[src/rtl/board_loader.sv]
// Snapshots a selected 9x9 solution map plus visibility vector and streams it
// cell by cell (row-major) into the board register file, then pulses map_loaded.
module board_loader #(
  parameter int CELLS   = 81,
  parameter int VALUE_W = 4,
  parameter int VIS_W   = 2
) (
  input  logic                       clk,
  input  logic                       reset,
  input  logic                       start,
  input  logic [CELLS*VALUE_W-1:0]   selected_map,
  input  logic [CELLS*VIS_W-1:0]     selected_visibility,
  output logic                       wr_en,
  output logic [3:0]                 wr_row,
  output logic [3:0]                 wr_col,
  output logic [VALUE_W-1:0]         wr_value,
  output logic [VIS_W-1:0]           wr_vis,
  output logic                       busy,
  output logic                       map_loaded,
  output logic [6:0]                 given_count,
  output logic                       value_error
);

  localparam logic [1:0] S_IDLE = 2'd0;
  localparam logic [1:0] S_LOAD = 2'd1;
  localparam logic [1:0] S_DONE = 2'd2;

  localparam logic [6:0]         LAST_IDX = 7'(CELLS - 1);
  localparam logic [VALUE_W-1:0] MAX_VAL  = VALUE_W'(9);

  logic [1:0]               state_q, state_d;
  logic [CELLS*VALUE_W-1:0] map_q, map_d;
  logic [CELLS*VIS_W-1:0]   vis_q, vis_d;
  logic [6:0]               idx_q, idx_d;
  logic [3:0]               row_q, row_d;
  logic [3:0]               col_q, col_d;
  logic                     wr_en_q, wr_en_d;
  logic [3:0]               wr_row_q, wr_row_d;
  logic [3:0]               wr_col_q, wr_col_d;
  logic [VALUE_W-1:0]       wr_value_q, wr_value_d;
  logic [VIS_W-1:0]         wr_vis_q, wr_vis_d;
  logic                     busy_q, busy_d;
  logic                     map_loaded_q, map_loaded_d;
  logic [6:0]               given_q, given_d;
  logic                     verr_q, verr_d;

  logic [CELLS*VALUE_W-1:0] map_sh;
  logic [CELLS*VIS_W-1:0]   vis_sh;
  logic [VALUE_W-1:0]       cur_val;
  logic [VIS_W-1:0]         cur_vis;

  // Current cell is selected by shifting the snapshot down by idx cells.
  assign map_sh  = map_q >> (int'(idx_q) * VALUE_W);
  assign vis_sh  = vis_q >> (int'(idx_q) * VIS_W);
  assign cur_val = map_sh[VALUE_W-1:0];
  assign cur_vis = vis_sh[VIS_W-1:0];

  always_comb begin
    state_d      = state_q;
    map_d        = map_q;
    vis_d        = vis_q;
    idx_d        = idx_q;
    row_d        = row_q;
    col_d        = col_q;
    wr_en_d      = 1'b0;
    wr_row_d     = wr_row_q;
    wr_col_d     = wr_col_q;
    wr_value_d   = wr_value_q;
    wr_vis_d     = wr_vis_q;
    busy_d       = busy_q;
    map_loaded_d = 1'b0;
    given_d      = given_q;
    verr_d       = verr_q;
    case (state_q)
      S_IDLE: begin
        busy_d = start;
        if (start) begin
          map_d   = selected_map;
          vis_d   = selected_visibility;
          given_d = '0;
          verr_d  = 1'b0;
          idx_d   = '0;
          row_d   = '0;
          col_d   = '0;
          state_d = S_LOAD;
        end
      end
      S_LOAD: begin
        wr_en_d    = 1'b1;
        wr_row_d   = row_q;
        wr_col_d   = col_q;
        wr_value_d = cur_val;
        wr_vis_d   = cur_vis;
        if (cur_vis != '0) given_d = given_q + 7'd1;
        // Illegal values are flagged but still written through.
        if (cur_val == '0 || cur_val > MAX_VAL) verr_d = 1'b1;
        idx_d = idx_q + 7'd1;
        if (col_q == 4'd8) begin
          col_d = '0;
          row_d = row_q + 4'd1;
        end else begin
          col_d = col_q + 4'd1;
        end
        if (idx_q == LAST_IDX) state_d = S_DONE;
      end
      S_DONE: begin
        // Back to IDLE here so a held start restarts on the very next edge.
        map_loaded_d = 1'b1;
        state_d      = S_IDLE;
      end
      default: begin
        state_d = S_IDLE;
        busy_d  = 1'b0;
      end
    endcase
  end

  always_ff @(posedge clk) begin
    if (reset) begin
      state_q      <= S_IDLE;
      map_q        <= '0;
      vis_q        <= '0;
      idx_q        <= '0;
      row_q        <= '0;
      col_q        <= '0;
      wr_en_q      <= 1'b0;
      wr_row_q     <= '0;
      wr_col_q     <= '0;
      wr_value_q   <= '0;
      wr_vis_q     <= '0;
      busy_q       <= 1'b0;
      map_loaded_q <= 1'b0;
      given_q      <= '0;
      verr_q       <= 1'b0;
    end else begin
      state_q      <= state_d;
      map_q        <= map_d;
      vis_q        <= vis_d;
      idx_q        <= idx_d;
      row_q        <= row_d;
      col_q        <= col_d;
      wr_en_q      <= wr_en_d;
      wr_row_q     <= wr_row_d;
      wr_col_q     <= wr_col_d;
      wr_value_q   <= wr_value_d;
      wr_vis_q     <= wr_vis_d;
      busy_q       <= busy_d;
      map_loaded_q <= map_loaded_d;
      given_q      <= given_d;
      verr_q       <= verr_d;
    end
  end

  assign wr_en       = wr_en_q;
  assign wr_row      = wr_row_q;
  assign wr_col      = wr_col_q;
  assign wr_value    = wr_value_q;
  assign wr_vis      = wr_vis_q;
  assign busy        = busy_q;
  assign map_loaded  = map_loaded_q;
  assign given_count = given_q;
  assign value_error = verr_q;

endmodule

[config.mk]
export PLATFORM = sky130hd
export DESIGN_NAME = board_loader
export DESIGN_NICKNAME = d
export VERILOG_FILES = /design/src/rtl/board_loader.sv
export SDC_FILE = /design/constraint.sdc
export NUM_CORES = 1
export LEC_CHECK = 0
export ABC_AREA = 1
export CAP_MARGIN = 10
export CORE_AREA = 4 4 265 189
export DETAILED_ROUTE_END_ITERATION = 8
export DIE_AREA = 0 0 269 193
export HOLD_SLACK_MARGIN = 0.06
export PLACE_DENSITY_LB_ADDON = 0.15
export SETUP_SLACK_MARGIN = 0.15
export SYNTH_ARGS = -nofsm -noshare
export SYNTH_HDL_FRONTEND = slang
export SYNTH_SLANG_ARGS = --single-unit
[constraint.sdc]
create_clock -name clk -period 2.67 [get_ports clk]
set_input_delay 0.534 -clock clk [delete_from_list [all_inputs] [get_ports clk]]
set_output_delay 0.534 -clock clk [all_outputs]
set_load 0.01 [all_outputs]
==> run summary, run 1 <==
The violation count after the first detailed-route iteration is 2673. The signal on the critical path passes through buf_16 > nor2_1 > nor2_1 > nand2_1 > a21oi_1 > nor2_1 > nand2_1 > nand3_1 > nand2_1 > a21oi_1 > nand2_1 > nand2_1 > nand3_1 > a21oi_1. The congestion estimate from routability-driven global placement came to 0.8891.

The post-detailed-route wirelength per cell came out at 18.31 µm. The number of synthesized flops with an enable pin came out at 0. In the global route stage, met3 resource usage came out at 5.455%. Derived from the worst setup path, the maximum achievable clock frequency is 419.5 MHz. The detailed-router iteration count before antenna repair came out at 6.

The area of all sequential standard cells came out at 10580 µm². On the final layout, the worst clock skew is 0.009959 ns. The worst min-delay path class is register to register. The all-layer global routing usage is 29.37%. The starting density of the core came out at 49.42%.

The number of hold-slack violations in the final timing report came out at 0. Of the cells placed in the final design, the portion with a size suffix greater than 1 is 4.588%. The fraction of registers with async set/reset is 0%. The number of distinct library cells after synthesis is 36. The relative contribution of the clock network to total power is 24.4%. In this run the core area contains 67 standard-cell rows. The placed wire-length estimate after detailed placement is 57610 µm. The maximum ir drop on the vdd rail came out at 0.8424 mV.

The average cell area after synthesis is 6.821 µm². The required time at the worst-slack endpoint is 3.13 ns. Setup violations remaining at the end of the flow were counted as 0. Measured along the y axis, the die boundary spans 193 µm. The flop and latch count out of synthesis came out at 528.

The number of port buffers came out at 513. The maximum cell stage delay along the critical path is 0.46 ns. The residual antenna-violating net count after detailed routing came out at 0. The switching fraction of total power came out at 37.31%. The sequential group share of total power is 38.4%. The number of levels in the clock H-tree is 2. The first-pass GRT wire length came out at 120400 µm. The post-layout minimum cycle time came out at 2.384 ns. The net switching component of the power came out at 0.01053 W. The portion of the clock cycle consumed by the worst path in the final layout is 89.29%. TritonCTS built the clock tree. The number of pins exceeding their max-slew limit in the final report is 0.

The area of the core is 47530 µm². The largest individual stage delay along the critical path comes from the cell dfxtp_4. The most frequent cell on the critical path is nand2_1. The area of the die is 51920 µm². The leakage component of the power is 12.42 nW. The met2 global-route usage is 44.84%.

Setup repair after global routing could not meet its margin everywhere. Clock tree synthesis inserted a total of 49 buffers. Counting every sink on the clock net gives 528. The count of warnings emitted by yosys came out at 0. The maximum number of pins on one net before global-route repair came out at 183.

514 I/O pins were placed. Among all flip-flop cells after synthesis, the most frequent one is dfxtp_1. The arrival time of the worst setup path is 2.84 ns.

Synthesis produced a netlist with a net count of 3943. STA classifies the critical path startpoint as a register. The number of instances in the placed design came out at 4388. The pin slew with the least headroom to its limit came out at 0.8935 ns. The wire length reported by the detailed router is 82150 µm. The most congested layer reported by global routing is met2. The register clock-pin slew on the reported worst setup and hold paths is 0.07 ns. In this run the cell area of the synthesized design comes to 23490 µm². Relative to the synthesized area, the layout overhead comes to 31.05%.

The internal power came out at 0.01770 W. The share of total power dissipated in combinational logic is 37.1%. The count of maximum capacitance violations came out at 0.

In the routed layout, each cell is associated on average with a via count of 5.340. The global-route congestion overflow total is 0. The relative slew slack is 40.43%. The critical path is of the register to register type.

STA classifies the critical path endpoint as a register. The clock latency on the worst-skew pair came out at 0.56 ns. The met1 track demand over resource is 42.98%.

The number of filler cells placed in the layout came out at 4303. The number of nets at the end of the flow is 4324. The number of standard cells in the final layout excluding fillers came out at 4487.

The die width is 269 µm. The initial antenna violation count came to 9. The worst-path maximum fanout is 81. The total negative setup slack is 0 ns. Synthesis produced 3444 cells. The via count of the first global-routing pass is 21.57k. The number of buffers between clock root and the deepest sink came out at 3. The root buffer selected by CTS is clkbuf_16.

The total vias in the final route is 23.96k. The final routed DRC violation total is 0. Summing the sequential cell areas from Yosys gives 45.00% of the chip area.

The run finished with clean final reports. In the final layout, the multi-input gates occupy 10900 µm². Dividing total power by cell area gives a power density of 916.9 nW/µm².
[synthesized netlist by cell type (3+ instances only)]
cell type  count  area, µm²
o22ai_1        4      25.02
inv_2          3      11.26
ha_1          10      125.1
inv_1        192      720.7
buf_6         23      259.0
a21oi_1      207       1036
dfxtp_1      528      10570
clkbuf_1     170      638.1
buf_4         20      150.1
nor3b_1        3      22.52
nor3_1         4      20.02
o211ai_1      47      352.8
nand4_1        4      25.02
nand2_1      390       1464
o21ai_1       45      225.2
xor2_1         5      43.79
nor2_1       957       3592
o21ai_0      586       2933
buf_2         43      215.2
buf_1         10      37.54
nand3_1      173      865.8
[cell families after synthesis]
| family | synth area share (%) |
|---|---|
| DFF | 45.00 |
| AOI/OAI and AO/OA | 19.83 |
| and+or+nand+nor | 25.76 |
| xor gates and xnor gates | 0.1864 |
| adders and majority gates | 0.5326 |
| buffers and inverters | 8.692 |
[per-layer routing]
| layer | routed length (µm) | up-vias | part of all wire (%) |
|---|---|---|---|
| met2 | 36180 | 911 | 44 |
| met1 | 37270 | 11001 | 45 |
| li1 | - | 11918 | - |
| met5 | 35 | - | 0.043 |
| met4 | 1854 | 6 | 2.3 |
| met3 | 6818 | 123 | 8.3 |
[cell usage in the layout, fill, tap and decap left out, types with 46 or more instances in the layout]
cell,count
inv_1,191
o21ai_1,46
nand2_1,389
nor2_1,956
clkbuf_16,56
dfxtp_1,524
a21oi_1,207
o21ai_0,585
o211ai_1,47
clkdlybuf4s50_1,513
nand3_1,173
buf_4,52
[timing repair]
item / 4_1_cts / 5_1_grt
resized for setup: 0 / 8
setup buffers: 0 / 2
endpoints found under the hold margin: 0 / 0
endpoints found under the setup margin: 0 / 5
hold buffers: 0 / 0
[through the flow]
step	total power [W]	setup WS (ns)	hold slack (ns)	cell area [µm²]	utilization [%]
3_5_place_dp	0.02104	0.3085	0.4422	29040	61.09
3_3_place_gp	0.02088	0.2651	0.4382	29040	61.09
6_report	0.02823	0.2860	0.4497	30790	64.77
2_1_floorplan	0.01771	0.7861	0.4234	23490	-
5_1_grt	0.03012	0.1399	0.4657	30780	64.76
4_1_cts	0.02792	0.2821	0.4516	30580	64.34
[sequential cells by signal (all words and copies together), names as in the netlist]
name / flops
wr_row: 4
wr_en: 1
map_q: 324
given_count: 7
vis_q: 162
state_q: 2
busy: 1
wr_col: 4
row_q: 4
value_error: 1
idx_q: 7
map_loaded: 1
wr_value: 4
wr_vis: 2
col_q: 4
[power groups by stage]
stage | Combinational, W | Clock (W) | Sequential (W)
final | 0.0105 | 0.00690 | 0.0108
after floorplan | 0.00699 | 0 | 0.0107
after global placement | 0.00996 | 0 | 0.0109
after CTS | 0.0101 | 0.00697 | 0.0108
after detailed placement | 0.0101 | 0 | 0.0110
after global routing | 0.0118 | 0.00730 | 0.0110
[critical path, delay by kind of cell (launching register included)]
kind	cells	cell delay (ns)
AO/OA/AOI/OAI	3	0.48
buffers and inverters	1	0.32
flip-flops	1	0.46
AND/OR/NAND/NOR	10	0.98
[worst paths after layout]
check	start	to	slack, ns	depth (start not counted)
worst min register to register	map_q[251]	map_q[251]	0.45	2
worst min-delay path	map_q[251]	map_q[251]	0.45	2
worst max-delay path	idx_q[0]	value_error	0.29	14
worst max register to register	idx_q[0]	value_error	0.29	14
[layout make-up]
cell class	count	area share, %
Multi-Input combinational cell	2453	35.40
Sequential cell	528	34.37
Timing Repair Buffer	596	20.14
Clock buffer	73	4.739
Tap cell	621	2.524
Inverter	197	2.483
Clock inverter	11	0.2804
Antenna cell	8	0.06503
(Power assumes the default switching activity.)
==> run 2, diff against run 1 <==
- clock period: 2.67 -> 2.7 ns (I/O delays scaled with it)
==> run 2 against run 1 <==
Compared with the run above:
- wire length shrank 2.7%
- power hardly changed
- highest routed layer unchanged
- utilization grew 0.11 points
- register-to-register slack gained 0.04 ns
- clock skew fell by 0.00061 ns
- fmax increased by 0.54%
==> run summary, run 2 (synthesis results as in run 1) <==
The die width is 269 µm (unchanged). The routability congestion estimate from global placement is 0.8724 (was 0.8891). Critical path, cell by cell: buf_16 > o21ai_0 > o211ai_1 > nand3_1 > nand3_1 > nand2_1 > nand2_1 > nand2_1 > nand2_1 > nor2_2 > nor2_4 > nand2_1 > nand2_1 > nor2_1 (was buf_16 > nor2_1 > nor2_1 > nand2_1 > a21oi_1 > nor2_1 > nand2_1 > nand3_1 > nand2_1 > a21oi_1 > nand2_1 > nand2_1 > nand3_1 > a21oi_1). The wire length reported by the detailed router was 79920 µm (was 82150 µm). The dominant delay contributor by cell family on the critical path is simple AND/OR/NAND/NOR gates (unchanged). The most frequent cell on the critical path was nand2_1 (unchanged). The root buffer selected by CTS is clkbuf_16 (unchanged).

The internal power came out at 0.01793 W (was 0.01770 W). The part of the power in combinational logic is 35.5% (was 37.1%). The count of maximum capacitance violations came to 0 (unchanged).

The maximum cell stage delay along the critical path came out at 0.50 ns (was 0.46 ns). The required time at the worst-slack endpoint was 3.16 ns (was 3.13 ns). The post-placement cell area is 28960 µm² (was 29040 µm²). The detail-routed via count per cell is 5.266 (was 5.340). The worst min-delay path class is register to register (unchanged). The classification of the worst setup path is register to register (unchanged).

The final routed DRC violation total is 0 (unchanged). Largest registers: map_q: 324 flops, vis_q: 162 flops (unchanged). The switching fraction of total power is 36.47% (was 37.31%). The number of pins exceeding their max-slew limit in the final report came out at 0 (unchanged). The standard-cell row count is 67 (unchanged). The total vias in the final route is 23.57k (was 23.96k). The post-detailed-route wirelength per cell is 17.85 µm (was 18.31 µm). The sequential group share of total power is 37.8% (was 38.4%).

The overall die height is 193 µm (unchanged). The number of instances in the placed design came out at 4376 (was 4388). The utilization after layout came out at 64.88% (was 64.77%). The number of sinks on the clock net is 528 (unchanged).

The register clock-pin slew on the reported worst setup and hold paths was 0.07 ns (about the same). The buffering stage count on the worst path with inverters included is 1 (unchanged). The number of buffers between clock root and the deepest sink came out at 3 (unchanged). The clock tree from TritonCTS is yes (unchanged).

Commonest cells after routing, fill and taps aside: nor2_1 (956), o21ai_0 (585), dfxtp_1 (524), clkdlybuf4s50_1 (513), nand2_1 (389) (unchanged). The detailed-router iteration count before antenna repair was 6 (unchanged). The maximum achievable frequency is 421.7 MHz (was 419.5 MHz).

The top register by number of flip-flops was map_q (unchanged). The via count of the first global-routing pass is 21.18k (was 21.57k). The total power per unit cell area is 915.2 nW/µm² (was 916.9 nW/µm²). Status: completed (unchanged). The first-pass GRT wire length was 117700 µm (was 120400 µm). The relative contribution of the clock network to total power came out at 26.7% (was 24.4%). The synthesis-to-finish area growth came to 31.28% (was 31.05%). The setup clock skew after layout is 0.009354 ns (was 0.009959 ns). The post-layout minimum cycle time came to 2.371 ns (was 2.384 ns). The arrival time of the worst setup path came out at 2.84 ns (about the same). The flip-flop count of the largest register, all copies and words added is 324 (unchanged). The final design instance area without fill is 30840 µm² (was 30790 µm²). The leakage component of the power was 12.44 nW (was 12.42 nW).

Unrepaired setup endpoints after global routing: yes (unchanged). The pin slew with the least headroom to its limit came out at 0.6857 ns (was 0.8935 ns). The post-cts hold buffer count came out at 0 (unchanged).

The maximum number of pins on one net before global-route repair came to 136 (was 183). The all-layer global routing usage is 28.72% (was 29.37%). The category of the worst setup path capture point is a register (unchanged). The clock buffer count from CTS came to 50 (was 49). The total power draw is 0.02823 W (about the same). The maximum ir drop on the vdd rail came out at 0.8212 mV (was 0.8424 mV). The number of top-level pins is 514 (unchanged). The starting density of the core is 49.42% (unchanged).

The commonest non-fill, non-tap cell in the layout is nor2_1 (unchanged). The initial antenna violation count came to 6 (was 9). The total negative setup slack was 0 ns (unchanged). The worst-path maximum fanout is 71 (was 81). The fraction of final layout cells with drive strength greater than 1 came to 4.521% (was 4.588%). The number of filler cells placed in the layout came to 4320 (was 4303). The portion of the clock cycle consumed by the worst path in the final layout came out at 87.82% (was 89.29%). The placed wire-length estimate after detailed placement came out at 55410 µm (was 57610 µm).

The relative slew slack is 54.29% (was 40.43%). The area of the core is 47530 µm² (unchanged). The slowest cell on the critical path is dfxtp_4 (unchanged).

The clock latency on the worst-skew pair was 0.57 ns (was 0.56 ns). The startpoint class of the critical path is a register (unchanged). The number of hold-slack violations in the final timing report is 0 (unchanged). The number of levels in the clock H-tree is 2 (unchanged). The area of the die is 51920 µm² (unchanged). The net switching component of the power was 0.01030 W (was 0.01053 W).

The count of endpoints failing setup in the final report was 0 (unchanged). The number of port buffers was 513 (unchanged). The violation count after the first detailed-route iteration is 2239 (was 2673).

The number of nets at the end of the flow came out at 4309 (was 4324). The number of standard cells in the final layout excluding fillers came out at 4476 (was 4487). The global-route congestion overflow total is 0 (unchanged). The residual antenna-violating net count after detailed routing is 0 (unchanged).
run 2: worst paths after layout:
check                  from             end  slack, ns  cells past startpoint
setup / recovery   idx_q[0]  given_count[1]       0.33                     14
hold / removal    vis_q[36]       vis_q[36]       0.45                      2
setup reg to reg   idx_q[0]  given_count[1]       0.33                     14
hold reg to reg   vis_q[36]       vis_q[36]       0.45                      2
run 2: through the flow:
step	hold slack (ns)	worst slack [ns]
6_report	0.4493	0.3289
5_1_grt	0.4660	0.1384
4_1_cts	0.4454	0.2760
3_5_place_dp	0.4357	0.3294
3_3_place_gp	0.4355	0.3761
2_1_floorplan	0.4234	0.8161
run 2: layout make-up:
class	count	area (µm²)	share of cell area, %
Antenna cell	6	15.01	0.04869
Clock buffer	73	1543	5.002
Clock inverter	18	224.0	0.7262
Inverter	197	764.5	2.479
Multi-Input combinational cell	2453	10900	35.36
Sequential cell	528	10580	34.31
Tap cell	621	777.0	2.519
Timing Repair Buffer	580	6032	19.56
run 2: power groups by stage:
stage	Combinational, W	Sequential, W	Clock (W)
floorplan	0.00692	0.0106	0
global placement	0.00963	0.0108	0
detailed placement	0.00975	0.0108	0
CTS	0.00983	0.0106	0.00761
global route	0.0113	0.0109	0.00794
finish	0.0100	0.0107	0.00753
run 2: worst register-to-register path: stages (launching register included):
cell      delay, ns
dfxtp_4        0.50
buf_16         0.28
o21ai_0        0.12
o211ai_1       0.30
nand3_1        0.12
nand3_1        0.20
nand2_1        0.08
nand2_1        0.06
nand2_1        0.06
nand2_1        0.16
nor2_2         0.08
nor2_4         0.15
nand2_1        0.07
nand2_1        0.05
nor2_1         0.04
run 2: layer usage:
| metal | wire length (µm) | up-vias | share of wire, % | global-route usage, % |
|---|---|---|---|---|
| met5 | 35 | - | 0.044 | 0 |
| met4 | 2275 | 6 | 2.8 | 8.700 |
| met3 | 6415 | 141 | 8.0 | 6.203 |
| met2 | 35030 | 803 | 44 | 43.97 |
| met1 | 36160 | 10741 | 45 | 40.86 |
| li1 | - | 11880 | - | - |
run 2: what timing repair did:
item	4_1_cts	5_1_grt
setup buffers	0	1
setup endpoints to repair	0	2
gates resized for setup	0	8
